==> config.mk <==
export PLATFORM = sky130hd
export DESIGN_NAME = fifo_rd_arb
export DESIGN_NICKNAME = d
export VERILOG_FILES = /design/src/rtl/fifo_rd_arb.sv
export SDC_FILE = /design/constraint.sdc
export NUM_CORES = 1
export LEC_CHECK = 0
export ABC_AREA = 1
export CAP_MARGIN = 20
export CORE_MARGIN = 2
export CORE_UTILIZATION = 38
export DETAILED_ROUTE_END_ITERATION = 10
export PLACE_DENSITY = 0.77
export SYNTH_ARGS = -nofsm -noshare
export SYNTH_HDL_FRONTEND = slang
export SYNTH_SLANG_ARGS = --single-unit
==> constraint.sdc <==
create_clock -name clk_i -period 1.5 [get_ports clk_i]
set_input_delay 0.3 -clock clk_i [delete_from_list [all_inputs] [get_ports clk_i]]
set_output_delay 0.3 -clock clk_i [all_outputs]
set_load 0.01 [all_outputs]
==> src/rtl/fifo_rd_arb.sv <==
// fifo_rd_arb: round-robin read scheduler that drains several FWFT FIFO
// read ports into one registered valid/ready output stream. Each grant may
// pop up to BURST words; each output word carries its source channel index.
module fifo_rd_arb #(
    parameter  int unsigned CH_N   = 4,
    parameter  int unsigned DATA_W = 9,
    parameter  int unsigned BURST  = 4,
    localparam int unsigned CH_W   = $clog2(CH_N)
) (
    input  logic                     clk_i,
    input  logic                     rst_n_i,
    input  logic [CH_N*DATA_W-1:0]   ch_data_i,
    input  logic [CH_N-1:0]          ch_rdy_i,
    output logic [CH_N-1:0]          ch_rd_o,
    input  logic [CH_N-1:0]          ch_en_i,
    output logic [DATA_W-1:0]        out_data_o,
    output logic [CH_W-1:0]          out_ch_o,
    output logic                     out_vld_o,
    input  logic                     out_rdy_i
);

    localparam int unsigned CNT_W = (BURST > 1) ? $clog2(BURST) : 1;

    localparam logic [0:0] S_IDLE  = 1'b0;
    localparam logic [0:0] S_GRANT = 1'b1;

    logic [0:0]        r_state;
    logic [CH_W-1:0]   r_grant;
    logic [CH_W-1:0]   r_last;
    logic [CNT_W-1:0]  r_cnt;
    logic [DATA_W-1:0] r_out_data;
    logic [CH_W-1:0]   r_out_ch;
    logic              r_out_vld;

    logic [0:0]        w_state_nxt;
    logic [CH_W-1:0]   w_grant_nxt;
    logic [CH_W-1:0]   w_last_nxt;
    logic [CNT_W-1:0]  w_cnt_nxt;
    logic [DATA_W-1:0] w_out_data_nxt;
    logic [CH_W-1:0]   w_out_ch_nxt;
    logic              w_out_vld_nxt;

    logic [CH_N-1:0]   w_elig;
    logic              w_space;
    logic              w_grant_elig;
    logic              w_pop;
    logic              w_hit_found;
    logic [CH_W-1:0]   w_hit;
    logic [CH_W-1:0]   w_idx;
    logic [DATA_W-1:0] w_ch_data [CH_N];

    // Split the flat data bus into one word per channel
    for (genvar g = 0; g < CH_N; g++) begin : g_unpack
        assign w_ch_data[g] = ch_data_i[g*DATA_W +: DATA_W];
    end

    assign w_elig       = ch_rdy_i & ch_en_i;
    assign w_space      = !r_out_vld | out_rdy_i;
    assign w_grant_elig = w_elig[r_grant];
    assign w_pop        = (r_state == S_GRANT) & w_grant_elig & w_space;

    // Round-robin search: first eligible channel after the last granted one
    always_comb begin
        w_hit_found = 1'b0;
        w_hit       = '0;
        w_idx       = '0;
        for (int unsigned i = 1; i <= CH_N; i++) begin
            w_idx = CH_W'((32'(r_last) + i) % CH_N);
            if (!w_hit_found && w_elig[w_idx]) begin
                w_hit_found = 1'b1;
                w_hit       = w_idx;
            end
        end
    end

    // Pop strobe towards the granted FIFO, one-hot or zero
    always_comb begin
        ch_rd_o = '0;
        if (w_pop) begin
            ch_rd_o[r_grant] = 1'b1;
        end
    end

    // Next-state and output-register logic
    always_comb begin
        w_state_nxt    = r_state;
        w_grant_nxt    = r_grant;
        w_last_nxt     = r_last;
        w_cnt_nxt      = r_cnt;
        w_out_data_nxt = r_out_data;
        w_out_ch_nxt   = r_out_ch;
        w_out_vld_nxt  = r_out_vld;

        case (r_state)
            S_IDLE: begin
                if (w_hit_found) begin
                    w_state_nxt = S_GRANT;
                    w_grant_nxt = w_hit;
                    w_last_nxt  = w_hit;
                    w_cnt_nxt   = '0;
                end
            end
            S_GRANT: begin
                if (!w_grant_elig) begin
                    // channel drained or disabled: give up the grant
                    w_state_nxt = S_IDLE;
                end else if (w_space) begin
                    w_cnt_nxt = r_cnt + CNT_W'(1);
                    if (r_cnt == CNT_W'(BURST - 1)) begin
                        w_state_nxt = S_IDLE;
                    end
                end
            end
            default: begin
                w_state_nxt = S_IDLE;
            end
        endcase

        if (w_pop) begin
            w_out_data_nxt = w_ch_data[r_grant];
            w_out_ch_nxt   = r_grant;
            w_out_vld_nxt  = 1'b1;
        end else if (r_out_vld && out_rdy_i) begin
            w_out_vld_nxt  = 1'b0;
        end
    end

    // State and output registers
    always_ff @(posedge clk_i or negedge rst_n_i) begin
        if (!rst_n_i) begin
            r_state    <= S_IDLE;
            r_grant    <= '0;
            r_last     <= CH_W'(CH_N - 1);
            r_cnt      <= '0;
            r_out_data <= '0;
            r_out_ch   <= '0;
            r_out_vld  <= 1'b0;
        end else begin
            r_state    <= w_state_nxt;
            r_grant    <= w_grant_nxt;
            r_last     <= w_last_nxt;
            r_cnt      <= w_cnt_nxt;
            r_out_data <= w_out_data_nxt;
            r_out_ch   <= w_out_ch_nxt;
            r_out_vld  <= w_out_vld_nxt;
        end
    end

    assign out_data_o = r_out_data;
    assign out_ch_o   = r_out_ch;
    assign out_vld_o  = r_out_vld;

endmodule

==> results.yml <==
timing:
  tightest_slew_ns: 0.257
  whs_ns: 0.375
  slew_viol_final: 0
  clock.fmax_mhz: 492
  setup_viol: 22
  fin_crit_ns: 2.03
  fin_skew_ns: 0.00671
  fin_ws_ns: -0.531
  slew_headroom_pct: 82.8
  finalHoldViolCount: 0
  period_share_pct: 135
  grt_setup_unrepaired: "true"
power:
  clockPowerShare_pct: 7.0
  intPower_w: 0.00282
  powerDensity_mw_per_mm2: 1960
  p_seq_share_pct: 18.9
  peakVddDrop_mv: 1.45
  p_comb_share_pct: 74.1
  power.switching_w: 0.00241
  swShare_pct: 46.0
  p_leak_nw: 1.36
critical_path:
  cp_slowest_cell: "dfrtp_2"
  critical_path.max_stage_delay_ns: 0.44
  crit_path_start_kind: "flop"
  crit_type: "reg2out"
  crit_required_ns: 1.20
  crit_chain: "buf_6 -> nor2_8 -> nand3_2 -> o2111ai_4 -> nand3_4 -> inv_2 -> nand2_1 -> nor2_2 -> buf_2"
  arrival_ns: 1.73
  critPathMaxFanout: 4
  end_kind: "primary output"
run:
  maxCapViolations: 0
final_layout:
  diodes: 0
  n_fill_cell: 285
  final_cells: 345
  syn2layout_area_growth_pct: 86.7
  fin_nets: 346
  regArea_um2: 479
  drive_above_1_share_pct: 38.7
  multi_input_area_um2: 996
  fin_util_pct: 73.6
placed_design:
  port_buffers: 62
  finalWeightedCongestion: 0.785
  dp_hpwl_um: 3200
  dp_cells: 325
synth:
  synth-seq-cells: 19
  ys_seq_area_share_pct: 33.4
  ys.warnings.count: 0
  synthesis.nets: 243
  synthTopCellsByArea: "dfrtp_1 (30%), nand2_1 (17%), nand3_1 (13%), o21ai_2 (4.9%), nand2_2 (4.4%)"
  yosysTopAreaCell: "dfrtp_1"
  post_synth.cell_area_avg_um2: 7.34
  synth_cells: 195
  synth.distinct_cells: 27
  yosysTopAreaCellShare_pct: 29.7
  synthesis.area_mm2: 0.00143
routing:
  num_vias: 1692
  first_pass_iters: 4
  ant_nets: 0
  first_iter_violations: 78
  vias_per_cell: 4.90
  wl_per_cell_um: 13.6
  drc_errors: 0
  routed_wl_um: 4690
global_route:
  grt_pass1_vias: 1547
  track_usage_pct: 21.8
  grt_pass1_wl_um: 7100
  grt_max_degree: 20
  grt-ovfl-total: 0
  grt_antenna_before_repair: 0
clock_network:
  htree_levels: 1
  clk_pin_slew_ns: 0.08
  root_buffer: "clkbuf_8"
  clk_latency_ns: 0.26
  cts_made_buffers: 3
  cts_tree: "done"
  cts_sinks: 19
  clk_path_buf_depth: 2
status:
  violations: "setup timing"
  status: "complete, but fails checks"
min_path:
  worstHoldPathType: "in2async"
die:
  die_h_um: 65.4
  ioPinCount: 63
  die_w_um: 65.4
  die_area_mm2: 0.00427
  core.rowCount: 22
  core_region_area_mm2: 0.00363
  start_util_pct: 39.4
## what timing repair did
item,4_1_cts,5_1_grt
pin swaps,7,8
resized for setup,49,33
endpoints found under the hold margin,0,0
gates cloned,1,1
hold buffers,0,0
setup endpoints to repair,24,30
setup buffers,10,7
## per-layer routing
layer / vias to the layer above / GRT usage [%] / wire length [um]
li1: 851 / - / -
met1: 786 / 26.5 / 1940
met2: 50 / 39.8 / 2490
met3: 5 / 2.40 / 200
met4: 0 / 7.03 / 59
met5: - / 0 / 0
## cell families after synthesis
family	share of synthesized area (%)
simple gates	47.6
buf+inv	8.39
fa+ha+maj	0.874
flops	33.4
compound gates	9.79
## cell type report
type,instances,share of cell area [%]
clock buffer,4,1.69
inverter,11,2.01
multi-input combinational,157,37.3
sequential,19,17.9
tap,48,2.25
timing repair buffer,106,38.9
## power by group through the flow
stage / Combinational, W / Sequential, W / Clock (W)
final: 0.00387 / 0.000989 / 0.000367
after global routing: 0.00421 / 0.00102 / 0.000402
after CTS: 0.00356 / 0.000954 / 0.000375
after detailed placement: 0.00307 / 0.000972 / 0
after global placement: 0.00299 / 0.000964 / 0
after floorplan: 0.00190 / 0.000979 / 0
## path summary, 6_finish.rpt
check	startpoint	to	slack (ns)	cells after the start
max in group asynchronous	rst_n_i	r_last[1]	0.85	2
hold / removal	rst_n_i	r_cnt[0]	0.38	2
setup reg to reg	r_grant[0]	out_data_o[0]	-0.21	10
setup / recovery	r_grant[0]	ch_rd_o[1]	-0.53	9
hold reg to reg	out_data_o[8]	out_data_o[8]	0.49	2
min in group clk_i	out_data_o[8]	out_data_o[8]	0.49	2
## synthesized netlist by cell type (all sizes together)
cell type and n:
dfstp 2, dfrtp 17, a21oi 8, nand3b 1
nor2 12, buf 8, nand3 40, o2111ai 1
nand4 3, inv 11, nor3 2, o21ai 11
nand2 77, ha 1, clkbuf 1
## sequential cells by signal (all words and copies together) (netlist names)
register and flops:
out_data_o 9, out_ch_o 2, r_cnt 2, r_grant 2, r_last 2, out_vld_o 1, r_state 1
## critical path: cells and delay by family (launching register included)
family                 cells  cell delay [ns]
AND/OR/NAND/NOR            5             0.50
flip-flops                 1             0.44
buffers and inverters      3             0.37
AO/OA/AOI/OAI              1             0.14
## cells in the final DEF, fill, tap and decap left out, drive strengths merged
cell type / synthesis / final
dlygate4sd2: 0 / 3
nand4: 3 / 3
nor3: 2 / 2
buf: 8 / 47
o21ai: 11 / 11
clkdlybuf4s50: 0 / 47
a21oi: 8 / 8
inv: 11 / 11
nand3b: 1 / 1
dfrtp: 17 / 17
nor2: 12 / 12
nand2: 77 / 78
clkbuf: 1 / 5
dfstp: 2 / 2
ha: 1 / 1
o2111ai: 1 / 1
dlymetal6s2s: 0 / 8
nand3: 40 / 40
## metrics by stage
| stage | TNS [ns] | cell area (um^2) | setup WS [ns] | power [W] |
|---|---|---|---|---|
| 6_report | -4.10 | 2670 | -0.531 | 0.00523 |
| 5_1_grt | -5.84 | 2670 | -0.633 | 0.00563 |
| 4_1_cts | -3.49 | 2520 | -0.513 | 0.00489 |
| 3_5_place_dp | -10.53 | 2300 | -0.935 | 0.00404 |
| 3_3_place_gp | -9.88 | 2300 | -0.908 | 0.00396 |
| 2_1_floorplan | -0.297 | 1470 | -0.0895 | 0.00288 |
Power figures use the tool's default switching activity.
